===== src/rtl/hilo_muldiv_pkg.sv =====
// rtl/hilo_muldiv_pkg.sv - shared types and constants for the HI/LO multiply/divide unit
// Package muldiv_pkg:
//   state_e      sequencer states IDLE, MUL, DIV, FIXUP, DONE
//   OP_*         op[1:0] encodings (op[0]: 0=mul 1=div, op[1]: 1=unsigned)
//   MULDIV_ITER  iterations per multiply/divide for the 32-bit datapath
package muldiv_pkg;

    typedef enum logic [2:0] {
        IDLE  = 3'd0,
        MUL   = 3'd1,
        DIV   = 3'd2,
        FIXUP = 3'd3,
        DONE  = 3'd4
    } state_e;

    localparam logic [1:0] OP_MULT  = 2'b00;
    localparam logic [1:0] OP_DIV   = 2'b01;
    localparam logic [1:0] OP_MULTU = 2'b10;
    localparam logic [1:0] OP_DIVU  = 2'b11;

    localparam int MULDIV_ITER = 32;

endpackage


===== src/rtl/hilo_muldiv_if.sv =====
// rtl/hilo_muldiv_if.sv - request/result bundle between the control unit and the multiply/divide unit
// Signals:
//   start     one-cycle request (accepted only when the unit is idle)
//   op        op[0]: 0=multiply 1=divide, op[1]: 1=unsigned
//   a, b      operands from the A and B registers
//   hi, lo    result toward the HI and LO registers
//   ready     one-cycle pulse when hi/lo are updated
//   busy      operation in flight
//   div_zero  last accepted divide had a zero divisor
// Modports: master (control unit side), slave (multiply/divide unit side).
interface hilo_muldiv_if #(
    parameter int WIDTH = 32
);
    logic             start;
    logic [1:0]       op;
    logic [WIDTH-1:0] a;
    logic [WIDTH-1:0] b;
    logic [WIDTH-1:0] hi;
    logic [WIDTH-1:0] lo;
    logic             ready;
    logic             busy;
    logic             div_zero;

    modport master (
        output start, op, a, b,
        input  hi, lo, ready, busy, div_zero
    );

    modport slave (
        input  start, op, a, b,
        output hi, lo, ready, busy, div_zero
    );
endinterface


===== src/rtl/hilo_muldiv_divstep.sv =====
// rtl/hilo_muldiv_divstep.sv - one combinational restoring-division step
// Module muldiv_divstep:
//   rem_in   partial remainder (always below divisor)
//   dvd_msb  next dividend bit shifted into the remainder
//   divisor  divisor magnitude
//   rem_out  next partial remainder
//   q_bit    quotient bit produced by this step
module muldiv_divstep #(
    parameter int WIDTH = 32
) (
    input  logic [WIDTH-1:0] rem_in,
    input  logic             dvd_msb,
    input  logic [WIDTH-1:0] divisor,
    output logic [WIDTH-1:0] rem_out,
    output logic             q_bit
);
    logic [WIDTH:0] shifted;
    logic [WIDTH:0] diff;

    always_comb begin
        shifted = {rem_in, dvd_msb};
        diff    = shifted - {1'b0, divisor};
        // Since rem_in < divisor, a clear top bit means the subtraction
        // did not borrow and the result already fits in WIDTH bits.
        q_bit   = ~diff[WIDTH];
        rem_out = q_bit ? diff[WIDTH-1:0] : shifted[WIDTH-1:0];
    end
endmodule


===== src/rtl/hilo_muldiv.sv =====
// rtl/hilo_muldiv.sv - iterative signed multiply/divide unit feeding the HI/LO registers
// Ports:
//   clk    rising-edge clock
//   reset  asynchronous active-low reset
//   bus    hilo_muldiv_if.slave (start/op/a/b in, hi/lo/ready/busy/div_zero out)
// Parameters: WIDTH operand width, CNT_W iteration counter width (2^CNT_W > WIDTH).
// Optional: define HILO_MULDIV_UNSIGNED_EN to honour op[1] (multu/divu).
// Datapath: one 2*WIDTH+1 accumulator shared by the Booth multiplier
// ({upper, multiplier, q-1}) and the restoring divider ({remainder, dividend/quotient, 0}).
module hilo_muldiv
    import muldiv_pkg::*;
#(
    parameter int WIDTH = 32,
    parameter int CNT_W = 6
) (
    input  logic         clk,
    input  logic         reset,
    hilo_muldiv_if.slave bus
);
    localparam int ACC_W = 2 * WIDTH + 1;

    state_e             state_q, state_d;
    logic [ACC_W-1:0]   acc_q, acc_d;
    logic [WIDTH-1:0]   opnd_q, opnd_d;
    logic [WIDTH-1:0]   hi_q, hi_d;
    logic [WIDTH-1:0]   lo_q, lo_d;
    logic [CNT_W-1:0]   cnt_q, cnt_d;
    logic               dz_q, dz_d;
    logic               qneg_q, qneg_d;
    logic               rneg_q, rneg_d;
`ifdef HILO_MULDIV_UNSIGNED_EN
    logic               uns_q, uns_d;
`else
    logic               unused_op1;
    assign unused_op1 = bus.op[1];
`endif

    logic [WIDTH:0]     up_ext;
    logic [WIDTH:0]     m_ext;
    logic [WIDTH:0]     mul_sum;
    logic [ACC_W-1:0]   mul_next;
    logic [WIDTH-1:0]   div_rem;
    logic               div_qbit;
    logic               last_iter;

    function automatic logic [WIDTH-1:0] mag(input logic [WIDTH-1:0] x);
        return x[WIDTH-1] ? (~x + 1'b1) : x;
    endfunction

    muldiv_divstep #(.WIDTH(WIDTH)) u_divstep (
        .rem_in  (acc_q[2*WIDTH:WIDTH+1]),
        .dvd_msb (acc_q[WIDTH]),
        .divisor (opnd_q),
        .rem_out (div_rem),
        .q_bit   (div_qbit)
    );

    // Booth step: add/subtract the multiplicand on a one-bit-wider upper
    // half so the -2^(WIDTH-1) multiplicand cannot overflow, then shift.
    always_comb begin
        up_ext = {acc_q[2*WIDTH], acc_q[2*WIDTH:WIDTH+1]};
        m_ext  = {opnd_q[WIDTH-1], opnd_q};
        case (acc_q[1:0])
            2'b01:   mul_sum = up_ext + m_ext;
            2'b10:   mul_sum = up_ext - m_ext;
            default: mul_sum = up_ext;
        endcase
`ifdef HILO_MULDIV_UNSIGNED_EN
        if (uns_q) begin
            mul_sum = {1'b0, acc_q[2*WIDTH:WIDTH+1]}
                    + (acc_q[1] ? {1'b0, opnd_q} : {(WIDTH+1){1'b0}});
        end
`endif
        mul_next = {mul_sum, acc_q[WIDTH:1]};
    end

    assign last_iter = (cnt_q == CNT_W'(WIDTH - 1));

    always_comb begin
        state_d = state_q;
        acc_d   = acc_q;
        opnd_d  = opnd_q;
        hi_d    = hi_q;
        lo_d    = lo_q;
        cnt_d   = cnt_q;
        dz_d    = dz_q;
        qneg_d  = qneg_q;
        rneg_d  = rneg_q;
`ifdef HILO_MULDIV_UNSIGNED_EN
        uns_d   = uns_q;
`endif
        case (state_q)
            IDLE: begin
                if (bus.start) begin
                    dz_d  = 1'b0;
                    cnt_d = '0;
`ifdef HILO_MULDIV_UNSIGNED_EN
                    uns_d = bus.op[1];
`endif
                    if (!bus.op[0]) begin
                        opnd_d  = bus.a;
                        acc_d   = {{WIDTH{1'b0}}, bus.b, 1'b0};
                        state_d = MUL;
                    end else if (bus.b == '0) begin
                        dz_d    = 1'b1;
                        state_d = DONE;
                    end else begin
                        opnd_d  = mag(bus.b);
                        acc_d   = {{WIDTH{1'b0}}, mag(bus.a), 1'b0};
                        qneg_d  = bus.a[WIDTH-1] ^ bus.b[WIDTH-1];
                        rneg_d  = bus.a[WIDTH-1];
`ifdef HILO_MULDIV_UNSIGNED_EN
                        if (bus.op[1]) begin
                            opnd_d = bus.b;
                            acc_d  = {{WIDTH{1'b0}}, bus.a, 1'b0};
                            qneg_d = 1'b0;
                            rneg_d = 1'b0;
                        end
`endif
                        state_d = DIV;
                    end
                end
            end
            MUL: begin
                acc_d = mul_next;
                cnt_d = cnt_q + 1'b1;
                if (last_iter) begin
                    hi_d    = mul_next[2*WIDTH:WIDTH+1];
                    lo_d    = mul_next[WIDTH:1];
                    state_d = DONE;
                end
            end
            DIV: begin
                // Dividend shifts out of the top of the low half while
                // quotient bits shift in at its bottom.
                acc_d = {div_rem, acc_q[WIDTH-1:1], div_qbit, 1'b0};
                cnt_d = cnt_q + 1'b1;
                if (last_iter) begin
                    state_d = FIXUP;
                end
            end
            FIXUP: begin
                lo_d    = qneg_q ? (~acc_q[WIDTH:1] + 1'b1) : acc_q[WIDTH:1];
                hi_d    = rneg_q ? (~acc_q[2*WIDTH:WIDTH+1] + 1'b1)
                                 : acc_q[2*WIDTH:WIDTH+1];
                state_d = DONE;
            end
            DONE: begin
                state_d = IDLE;
            end
            default: begin
                state_d = IDLE;
            end
        endcase
    end

    always_ff @(posedge clk or negedge reset) begin
        if (!reset) begin
            state_q <= IDLE;
            acc_q   <= '0;
            opnd_q  <= '0;
            hi_q    <= '0;
            lo_q    <= '0;
            cnt_q   <= '0;
            dz_q    <= 1'b0;
            qneg_q  <= 1'b0;
            rneg_q  <= 1'b0;
`ifdef HILO_MULDIV_UNSIGNED_EN
            uns_q   <= 1'b0;
`endif
        end else begin
            state_q <= state_d;
            acc_q   <= acc_d;
            opnd_q  <= opnd_d;
            hi_q    <= hi_d;
            lo_q    <= lo_d;
            cnt_q   <= cnt_d;
            dz_q    <= dz_d;
            qneg_q  <= qneg_d;
            rneg_q  <= rneg_d;
`ifdef HILO_MULDIV_UNSIGNED_EN
            uns_q   <= uns_d;
`endif
        end
    end

    assign bus.hi       = hi_q;
    assign bus.lo       = lo_q;
    assign bus.ready    = (state_q == DONE);
    assign bus.busy     = (state_q == MUL) || (state_q == DIV) || (state_q == FIXUP);
    assign bus.div_zero = dz_q;

endmodule


===== src/flat_wrapper.sv =====
// flat-port wrapper written by rule: the top's interface ports become plain ports
module hilo_muldiv_flat import muldiv_pkg::*;
#(
    parameter int WIDTH = 32,
    parameter int CNT_W = 6
)
  (clk, reset, bus_start, bus_op, bus_a, bus_b, bus_hi, bus_lo, bus_ready, bus_busy, bus_div_zero);
  hilo_muldiv_if #(.WIDTH(WIDTH)) bus_i ();
  input  logic clk;
  input  logic reset;
  input wire logic [$bits(bus_i.start)-1:0] bus_start;
  input wire logic [$bits(bus_i.op)-1:0] bus_op;
  input wire logic [$bits(bus_i.a)-1:0] bus_a;
  input wire logic [$bits(bus_i.b)-1:0] bus_b;
  output wire logic [$bits(bus_i.hi)-1:0] bus_hi;
  output wire logic [$bits(bus_i.lo)-1:0] bus_lo;
  output wire logic [$bits(bus_i.ready)-1:0] bus_ready;
  output wire logic [$bits(bus_i.busy)-1:0] bus_busy;
  output wire logic [$bits(bus_i.div_zero)-1:0] bus_div_zero;
  assign bus_i.start = bus_start;
  assign bus_i.op = bus_op;
  assign bus_i.a = bus_a;
  assign bus_i.b = bus_b;
  assign bus_hi = bus_i.hi;
  assign bus_lo = bus_i.lo;
  assign bus_ready = bus_i.ready;
  assign bus_busy = bus_i.busy;
  assign bus_div_zero = bus_i.div_zero;
  hilo_muldiv #(.WIDTH(WIDTH), .CNT_W(CNT_W)) u_core (.clk(clk), .reset(reset), .bus(bus_i));
endmodule

===== config.mk =====
export PLATFORM = sky130hd
export DESIGN_NAME = hilo_muldiv_flat
export DESIGN_NICKNAME = d
export VERILOG_FILES = /design/src/rtl/hilo_muldiv_pkg.sv /design/src/rtl/hilo_muldiv_if.sv /design/src/rtl/hilo_muldiv_divstep.sv /design/src/rtl/hilo_muldiv.sv /design/src/flat_wrapper.sv
export SDC_FILE = /design/constraint.sdc
export NUM_CORES = 1
export LEC_CHECK = 0
export BUFFER_PORTS_ARGS = -buffer_cell sky130_fd_sc_hd__buf_4
export CORE_MARGIN = 2
export CORE_UTILIZATION = 28
export DETAILED_ROUTE_END_ITERATION = 7
export GPL_ROUTABILITY_DRIVEN = 0
export PLACE_DENSITY_LB_ADDON = 0.25
export SLEW_MARGIN = 10
export SYNTH_ARGS = -nofsm -noshare
export SYNTH_HDL_FRONTEND = slang
export SYNTH_HIERARCHICAL = 1
export SYNTH_SLANG_ARGS = --single-unit

===== constraint.sdc =====
create_clock -name clk -period 4.7 [get_ports clk]
set_input_delay 0.47 -clock clk [delete_from_list [all_inputs] [get_ports clk]]
set_output_delay 0.47 -clock clk [all_outputs]
set_load 0.02 [all_outputs]

==> metrics.csv, run 1 <==
stage;metric;value;unit
timing;setup_ws;217;ps
yosys;ys.flop_type;dfrtp_1;
global_routing;grt_pass1_wl;86.1;mm
yosys;synth_cells;1989;
clock_tree;htree_levels;4;
global_routing;met2_usage;29.3;%
timing;slew_headroom;29.8;%
finish;syn_to_final_growth;15.2;%
setup_path;start_kind;flip-flop;
setup_path;crit_path_end_kind;flip-flop;
floorplan;dieWidth;242;µm
clock_tree;cts-buffers-inserted;17;
route;viasPerCell;5.43;
yosys;yosysWarnings;6;
worst_hold_path;min_from;bus_start;
run;cap_violations;0;
global_routing;grtUsageMet1;26.2;%
setup_path;cp.arrival;4840;ps
route;routed-via-count;15400;
setup_path;crit_top_cell;nor2_1;
timing;setup_tns;0;ps
floorplan;core_area;56100;µm²
finish;layout_commonest_cell;nand2_1;
floorplan;die_y;242;µm
timing;max_freq;223;MHz
global_routing;grt_usage;18.7;%
route;routedWlPerCell;19.6;µm
timing;report.final.slew_viol_count;0;
setup_path;reg2reg_setup_slack;220;ps
route;drtPass1Iterations;7;
floorplan;rows;87;
finish;antenna_cells;0;
worst_hold_path;hp-class;in -> reg;
setup_path;path_buf_inv;1;
yosys;synth_nets;2131;
global_routing;met3_usage;2.93;%
yosys;avgSynthCellArea;7.94;µm²
global_routing;grt_overflow;0;
setup_path;slowest_delay;590;ps
clock_tree;cts.path.max_buffers;2;
timing;rsz0062_at_grt;no;
place;pre_cts_ws;183;ps
route;ant_nets;0;
clock_tree;root_buffer;clkbuf_16;
route;drt-total-wl;55.5;mm
clock_tree;clk_pin_slew;80;ps
yosys;synth_area;15800;µm²
setup_path;crit_required;5060;ps
yosys;synth_edf_count;0;
global_routing;grt_max_degree;113;
timing;skew;13.0;ps
place;port_buffers;134;
route;drtIter0Drc;1447;
floorplan;die_area;58300;µm²
timing;hold_viol;0;
setup_path;path_max_fanout;5;
yosys;synth_cell_types;91;
setup_path;crit_type;reg -> reg;
global_routing;antenna_found_initial;0;
timing;fin_crit_sh;95.4;%
timing;min_period;4480;ps
global_routing;top_usage_layer;met2;
setup_path;cp_cell_sequence;or4_4 -> nor4_1 -> buf_4 -> nand2_1 -> nor2_1 -> nor2_1 -> xnor2_1 -> ha_1 -> a21oi_1 -> o21ai_0 -> a311oi_1 -> o211ai_1 -> and3_1 -> o311a_1 -> a21o_1 -> a221o_1;
timing;hold_ws;290;ps
finish;drive_above_1_share;14.2;%
clock_tree;cts_tree;built;
yosys;ys_seq_area_share;27.4;%
setup_path;r2r_cells;16;
worst_hold_path;hold_depth;3;
global_routing;grt_pass1_vias;14500;
place;dp.final_hpwl;43.0;mm
finish;layout_common_cells;nand2_1, buf_4, nor2_1;
yosys;synth_seq_cells;173;
status;status;finished, final reports clean;
timing;tightest_slew;1040;ps
worst_hold_path;holdPathEnd;u_core/state_q[2];
setup_path;timing.rr.end;u_core/acc_q[64];
finish;fin_nets;2207;
finish;fin_util;32.5;%
route;drc_errors;0;
setup_path;critPathSlowestCell;or4_4;
clock_tree;clk_latency;470;ps
timing;setup_viol_count_final;0;
setup_path;cp_top_family;compound AO/OA/AOI/OAI gates;
clock_tree;cts.sinks;173;
floorplan;start_util;28.2;%
yosys;synthArstFlopShare;100;%
floorplan;io_pins;136;
setup_path;reg2reg_from;u_core/opnd_q[5];
## stage by stage
stage	std cells	cell area, µm²
after CTS	2831	18200
after global routing	2834	18200
after detailed placement	2798	17600
after floorplan	1989	15800
after global placement	2798	17600
final	2834	18200
## per-layer routing
layer / wire (µm) / vias to the layer above
met2: 24600 / 478
met3: 2870 / 67
met5: 0 / -
li1: - / 7432
met1: 26500 / 7418
met4: 1470 / 0
## worst max-delay path by stage
stage | start | endpoint | cells after the start
2_1_floorplan | u_core/opnd_q[3] | u_core/acc_q[63] | 16
3_3_place_gp | u_core/opnd_q[5] | u_core/acc_q[63] | 16
3_5_place_dp | u_core/opnd_q[5] | u_core/acc_q[64] | 14
4_1_cts | u_core/opnd_q[5] | u_core/acc_q[64] | 14
5_1_grt | u_core/opnd_q[9] | u_core/acc_q[64] | 14
6_report | u_core/opnd_q[5] | u_core/acc_q[64] | 16
## synthesized netlist by cell type, types with 14 or more instances
cell type | instances | area, µm²
a21o_1 | 36 | 270
o21a_1 | 19 | 143
or4_1 | 18 | 135
nor2b_1 | 16 | 100
clkbuf_1 | 100 | 375
xor2_1 | 80 | 701
nor2_1 | 178 | 668
a21oi_1 | 134 | 671
o31ai_1 | 43 | 323
dfrtp_1 | 173 | 4330
a211oi_1 | 19 | 143
o41ai_1 | 14 | 123
nand3_1 | 38 | 190
xnor2_1 | 118 | 1030
mux2i_1 | 33 | 330
nand2_1 | 228 | 856
nor3_1 | 26 | 130
o21ai_0 | 174 | 871
mux2_4 | 19 | 285
a222oi_1 | 20 | 200
a22oi_1 | 30 | 225
or3_1 | 32 | 200
a31oi_1 | 65 | 407
ha_1 | 71 | 888
inv_1 | 66 | 248
nand4_1 | 15 | 93.8
## logic make-up (layout without fill, tap and decap cells)
kind of cell    after synthesis  count (layout)  share of synthesized area, %
compound gates              656             656                          27.0
buf+inv                     202             291                          5.57
simple gates                625             625                          18.5
xor+xnor                    198             198                          11.0
flops                       173             173                          27.4
mux                          62              62                          4.68
fa+ha+maj                    73              73                          5.88
## registers in the layout, summed over array words and instances, names as in the netlist
name / count
u_core/acc_q: 65
u_core/bus.div_zero: 1
u_core/bus.hi: 32
u_core/bus.lo: 32
u_core/cnt_q: 6
u_core/opnd_q: 32
u_core/qneg_q: 1
u_core/rneg_q: 1
u_core/state_q: 3
## worst register-to-register path: stages, from the launching register on
cell and delay [ps]:
dfrtp_1 390, or4_4 590, nor4_1 250, buf_4 200, nand2_1 90, nor2_1 140, nor2_1 80, xnor2_1 260
ha_1 300, a21oi_1 210, o21ai_0 170, a311oi_1 360, o211ai_1 230, and3_1 240, o311a_1 400, a21o_1 200
a221o_1 280
## repair_timing
| action | in CTS | in global routing |
|---|---|---|
| endpoints found under the hold margin | 5 | 0 |
| gates resized for setup | 0 | 6 |
| setup endpoints to repair | 0 | 7 |
| setup buffers | 0 | 3 |
| hold buffers | 1 | 0 |
## final cells by class
class | instances | area [µm²]
sequential | 173 | 4330
clock inverter | 15 | 151
tap | 756 | 946
timing repair buffer | 191 | 1450
fill | 5935 | 37900
multi-input combinational | 1614 | 10600
clock buffer | 17 | 425
inverter | 68 | 263
Power of run 1 is not shown: default switching activity piles up to over one toggle a cycle in this logic, so the estimate is an artifact.
==> run 2, diff against run 1 <==
Settings changed: CORE_MARGIN 2 to 5.
==> run 2 against run 1 <==
- wire length rose by 4.9%
- critical path depth is the same
- maximum frequency up 0.47%
- sequential cell count is the same
- clock skew increased by 3.6 ps
- cell area grew 0.12%
- final cell count unchanged
- register-to-register slack better by 20 ps
- sequential share of layout area about the same
- worst setup slack better by 21 ps
- clock-buffer cell count up 2
- non-clock buffer count did not move
- critical path type unchanged
==> metrics.csv, run 2 (synthesis gave the netlist of run 1 again) <==
stage;metric;value;unit;change
setup_path;cp.arrival;4800;ps;-40 ps
route;drc_errors;0;;unchanged
clock_tree;clk_pin_slew;70;ps;about the same
floorplan;start_util;28.1;%;-0.055 points
clock_tree;cts_tree;built;;
finish;antenna_cells;0;;unchanged
finish;largest_reg_flops;65;;unchanged
clock_tree;cts-buffers-inserted;17;;unchanged
setup_path;start_kind;flip-flop;;
finish;fin_nets;2207;;unchanged
timing;hold_viol;0;;unchanged
setup_path;crit_path_end_kind;flip-flop;;
finish;nFillCells;6007;;+1.2%
setup_path;crit_required;5040;ps;-20 ps
route;ant_nets;0;;unchanged
status;status;finished, final reports clean;;
timing;skew;16.6;ps;+3.57 ps
global_routing;grt_max_degree;102;;-9.7%
finish;layout_common_cells;nand2_1, buf_4, nor2_1;;
timing;setup_viol_count_final;0;;unchanged
timing;min_period;4460;ps;-20.9 ps
route;drtIter0Drc;1547;;+6.9%
run;cap_violations;0;;unchanged
timing;max_freq;224;MHz;+0.47%
clock_tree;root_buffer;clkbuf_16;;
timing;setup_tns;0;ps;unchanged
setup_path;path_max_fanout;9;;+4
finish;syn_to_final_growth;15.4;%;
place;placed_cells;2799;;+0.036%
finish;finalNonFillerCells;2834;;unchanged
worst_hold_path;hp-class;in -> reg;;
timing;setup_ws;237;ps;+20.9 ps
global_routing;antenna_found_initial;2;;+2
floorplan;dieWidth;248;µm;+2.5%
timing;fin_crit_sh;94.9;%;-0.44 points
global_routing;grt_usage;18.5;%;-0.19 points
route;viasPerCell;5.48;;+0.84%
timing;rsz0062_at_grt;no;;
floorplan;core_area;56200;µm²;+0.19%
finish;regMostFlops;u_core/acc_q;;
timing;slew_headroom;20.2;%;-9.6 points
floorplan;die_area;61300;µm²;+5.0%
global_routing;grt_pass1_wl;88.5;mm;+2.7%
place;dp.final_hpwl;45.4;mm;+5.6%
route;drtPass1Iterations;6;;-1
clock_tree;cts.path.max_buffers;2;;unchanged
clock_tree;cts.sinks;173;;unchanged
floorplan;rows;87;;unchanged
floorplan;die_y;248;µm;+2.5%
clock_tree;clk_latency;490;ps;+20 ps
route;routed-via-count;15500;;+0.84%
global_routing;grt_pass1_vias;14500;;-0.33%
floorplan;io_pins;136;;unchanged
setup_path;reg2reg_setup_slack;240;ps;+20 ps
finish;drive_above_1_share;14.1;%;-0.048 points
finish;layout_commonest_cell;nand2_1;;
timing;report.final.slew_viol_count;0;;unchanged
clock_tree;htree_levels;4;;unchanged
route;routedWlPerCell;20.5;µm;+4.9%
setup_path;crit_type;reg -> reg;;
global_routing;grt_overflow;0;;unchanged
timing;tightest_slew;1180;ps;+137 ps
route;drt-total-wl;58.2;mm;+4.9%
place;port_buffers;134;;unchanged
place;pre_cts_ws;145;ps;-37.6 ps
-- run 2: changes by cell type in the layout (fill, tap and decap cells not counted), sizes merged --
cell,before,now
inv,76,74
clkbuf,17,19
-- run 2: per-stage QoR --
stage / instance area, µm² / utilization (%) / hold WS (ps)
after floorplan: 15800 / - / 174
after global placement: 17600 / 31.3 / 460
after detailed placement: 17600 / 31.3 / 483
after CTS: 18200 / 32.4 / 238
after global routing: 18200 / 32.4 / 277
final: 18200 / 32.4 / 283
-- run 2: final timing paths --
path	to	cells after the start	from
worst max-delay path	u_core/bus.hi[24]	16	u_core/opnd_q[5]
worst min-delay path	u_core/state_q[0]	3	bus_start
worst max register to register	u_core/bus.hi[24]	16	u_core/opnd_q[5]
worst min register to register	u_core/cnt_q[5]	1	u_core/cnt_q[5]
max in group asynchronous	u_core/bus.lo[15]	3	reset
min in group asynchronous	u_core/bus.hi[3]	2	reset
-- run 2: cell type report --
type	count	area, µm²	area share [%]
Clock buffer	19	453	2.49
Clock inverter	13	148	0.810
Inverter	68	263	1.44
Multi-Input combinational cell	1614	10600	58.4
Sequential cell	173	4330	23.8
Tap cell	756	946	5.19
Timing Repair Buffer	191	1450	7.97
-- run 2: repair_timing --
action / in CTS / in global routing
endpoints found under the hold margin: 7 / 0
endpoints found under the setup margin: 0 / 6
hold buffers: 1 / 0
setup buffers: 0 / 2
gates resized for setup: 0 / 7
-- run 2: worst max-delay path, cell delays in order (launching register included) --
cell       delay, ps
dfrtp_1          390
or4_4            580
or4_1            570
nor2_2           150
nor2_1            90
xnor2_2          160
ha_2             420
and3_1           220
nand3_1          160
a21o_1           190
a21oi_1          200
a2bb2oi_1        210
buf_4            190
a2111oi_0        100
a311oi_1         410
a21oi_1          130
o21bai_1         170
-- run 2: per-layer routing --
| layer | GRT usage (%) | part of all wire (%) | wire (µm) | vias to the layer above |
|---|---|---|---|---|
| met2 | 28.0 | 44 | 25600 | 485 |
| met1 | 27.3 | 48 | 28000 | 7568 |
| li1 | - | - | - | 7422 |
| met4 | 5.22 | 2.1 | 1200 | 0 |
| met3 | 2.75 | 5.8 | 3390 | 50 |
| met5 | 0 | 0 | 0 | - |
Power of run 2 is left out for the same reason.
==> run 3, diff against run 2 <==
--- a/config.mk
+++ b/config.mk
@@ -10,2 +10,3 @@
 export CORE_UTILIZATION = 28
+export CTS_CLUSTER_DIAMETER = 120
 export DETAILED_ROUTE_END_ITERATION = 7
==> constraint.sdc (replaced) <==
create_clock -name clk -period 5.1 [get_ports clk]
set_input_delay 0.51 -clock clk [delete_from_list [all_inputs] [get_ports clk]]
set_output_delay 0.51 -clock clk [all_outputs]
set_load 0.05 [all_outputs]
==> run 3 against run 2 <==
- the flow now finishes with violations (design-rule violations)
- maximum frequency is 6.3% lower
- final cell count is 0.78% lower
- clock-buffer cell count is 2 lower
==> metrics.csv, run 3 (synthesis gave the netlist of run 1 again) <==
stage;metric;value;unit;change
status;status;finished, violations left;;
status;violations;design-rule violations;;
timing;setup_ws;338;ps;+100 ps
place;port_buffers;134;;unchanged
clock_tree;clk_latency;500;ps;about the same
setup_path;start_kind;flip-flop;;
floorplan;start_util;28.1;%;unchanged
place;pre_cts_ws;346;ps;+201 ps
global_routing;grt_pass1_wl;88.9;mm;+0.53%
setup_path;path_max_fanout;7;;-2
clock_tree;root_buffer;clkbuf_16;;
setup_path;crit_path_start;u_core/opnd_q[3];;
floorplan;io_pins;136;;unchanged
finish;regMostFlops;u_core/acc_q;;
timing;tightest_slew;1120;ps;-64.5 ps
finish;antenna_cells;0;;unchanged
global_routing;grt_max_degree;109;;+6.9%
floorplan;core_area;56200;µm²;unchanged
timing;setup_viol_count_final;0;;unchanged
route;routed-via-count;15400;;-0.90%
floorplan;rows;87;;unchanged
setup_path;crit_type;reg -> reg;;
global_routing;grt_pass1_vias;14200;;-1.6%
finish;layout_common_cells;nand2_1, nor2_1, o21ai_0;;
route;drtPass1Iterations;8;;+2
route;drtIter0Drc;1526;;-1.4%
timing;rsz0062_at_grt;no;;
timing;hold_viol;0;;unchanged
floorplan;die_area;61300;µm²;unchanged
global_routing;antenna_found_initial;1;;-1
timing;max_freq;210;MHz;-6.3%
floorplan;die_y;248;µm;unchanged
worst_hold_path;hp-class;in -> async;;
finish;largest_reg_flops;65;;unchanged
finish;finish.instance_area;18000;µm²;-1.0%
global_routing;grt_usage;18.5;%;+0.019 points
finish;fin_nets;2185;;-1.0%
finish;drive_above_1_share;13.1;%;-1.1 points
timing;min_period;4760;ps;+300 ps
finish;syn_to_final_growth;14.2;%;
clock_tree;cts.path.max_buffers;2;;unchanged
clock_tree;postCtsHoldBufs;0;;-1
setup_path;crit_required;5480;ps;+440 ps
timing;fin_crit_sh;93.4;%;-1.6 points
finish;fin_util;32.1;%;-0.33 points
setup_path;crit_path_end_kind;flip-flop;;
floorplan;dieWidth;248;µm;unchanged
route;drt-total-wl;58.0;mm;-0.40%
global_routing;grt_overflow;0;;unchanged
route;routedWlPerCell;20.6;µm;+0.38%
clock_tree;cts-buffers-inserted;17;;unchanged
clock_tree;cts_tree;built;;
run;cap_violations;0;;unchanged
setup_path;reg2reg_from;u_core/opnd_q[3];;
finish;layout_commonest_cell;nand2_1;;
place;dp.final_hpwl;45.1;mm;-0.56%
clock_tree;cts.sinks;173;;unchanged
place;placed_cell_area;17400;µm²;-0.90%
timing;slew_headroom;24.5;%;+4.4 points
clock_tree;clk_pin_slew;70;ps;about the same
route;drc_errors;1;;+1
route;viasPerCell;5.47;;-0.12%
timing;report.final.slew_viol_count;0;;unchanged
route;ant_nets;0;;unchanged
clock_tree;htree_levels;4;;unchanged
timing;setup_tns;0;ps;unchanged
setup_path;cp.arrival;5150;ps;+350 ps
timing;skew;26.4;ps;+9.84 ps
==> run 3: path summary, 6_finish.rpt <==
check	to	slack (ps)	depth (start not counted)
setup / recovery	u_core/acc_q[64]	340	14
hold / removal	u_core/bus.hi[2]	2	1
setup reg to reg	u_core/acc_q[64]	340	14
hold reg to reg	u_core/cnt_q[5]	490	1
max in group asynchronous	u_core/bus.lo[30]	4030	2
min in group clk	u_core/state_q[0]	320	3
==> run 3: area by class of cell <==
class	count	area, µm²
clock buffers	17	425
clock inverters	15	170
fillers	6051	38100
inverters	68	263
multi-input cells	1614	10600
flip-flops and latches	173	4330
well taps	756	946
repair buffers	169	1280
==> run 3: worst max-delay path, cell delays in order (launching register included) <==
cell	delay, ps
dfrtp_1	470
or4_1	620
or4_1	620
nor2_1	200
nor2_1	80
xnor2_1	280
ha_1	380
a21oi_1	210
a21boi_0	120
a311oi_1	330
o211ai_1	240
and3_1	230
o311a_1	400
a21o_1	200
a221o_1	290
==> run 3: routing by layer <==
layer / up-vias / GRT usage [%] / share of wire [%]
li1: 7377 / - / -
met1: 7453 / 27.4 / 48
met2: 517 / 28.3 / 45
met3: 37 / 3.07 / 6.2
met4: 2 / 4.01 / 1.3
met5: - / 0 / 0.035
==> run 3: repair_timing <==
item,CTS,global route
endpoints found under the setup margin,0,3
gates resized for setup,0,3
buffers inserted,0,2
==> run 3: stage by stage <==
stage          instances  hold slack (ps)
3_5_place_dp        2778              490
6_report            2812             1.96
5_1_grt             2812             53.4
3_3_place_gp        2778              472
2_1_floorplan       1989              214
4_1_cts             2810             22.7
Power of run 3 is left out for the same reason.
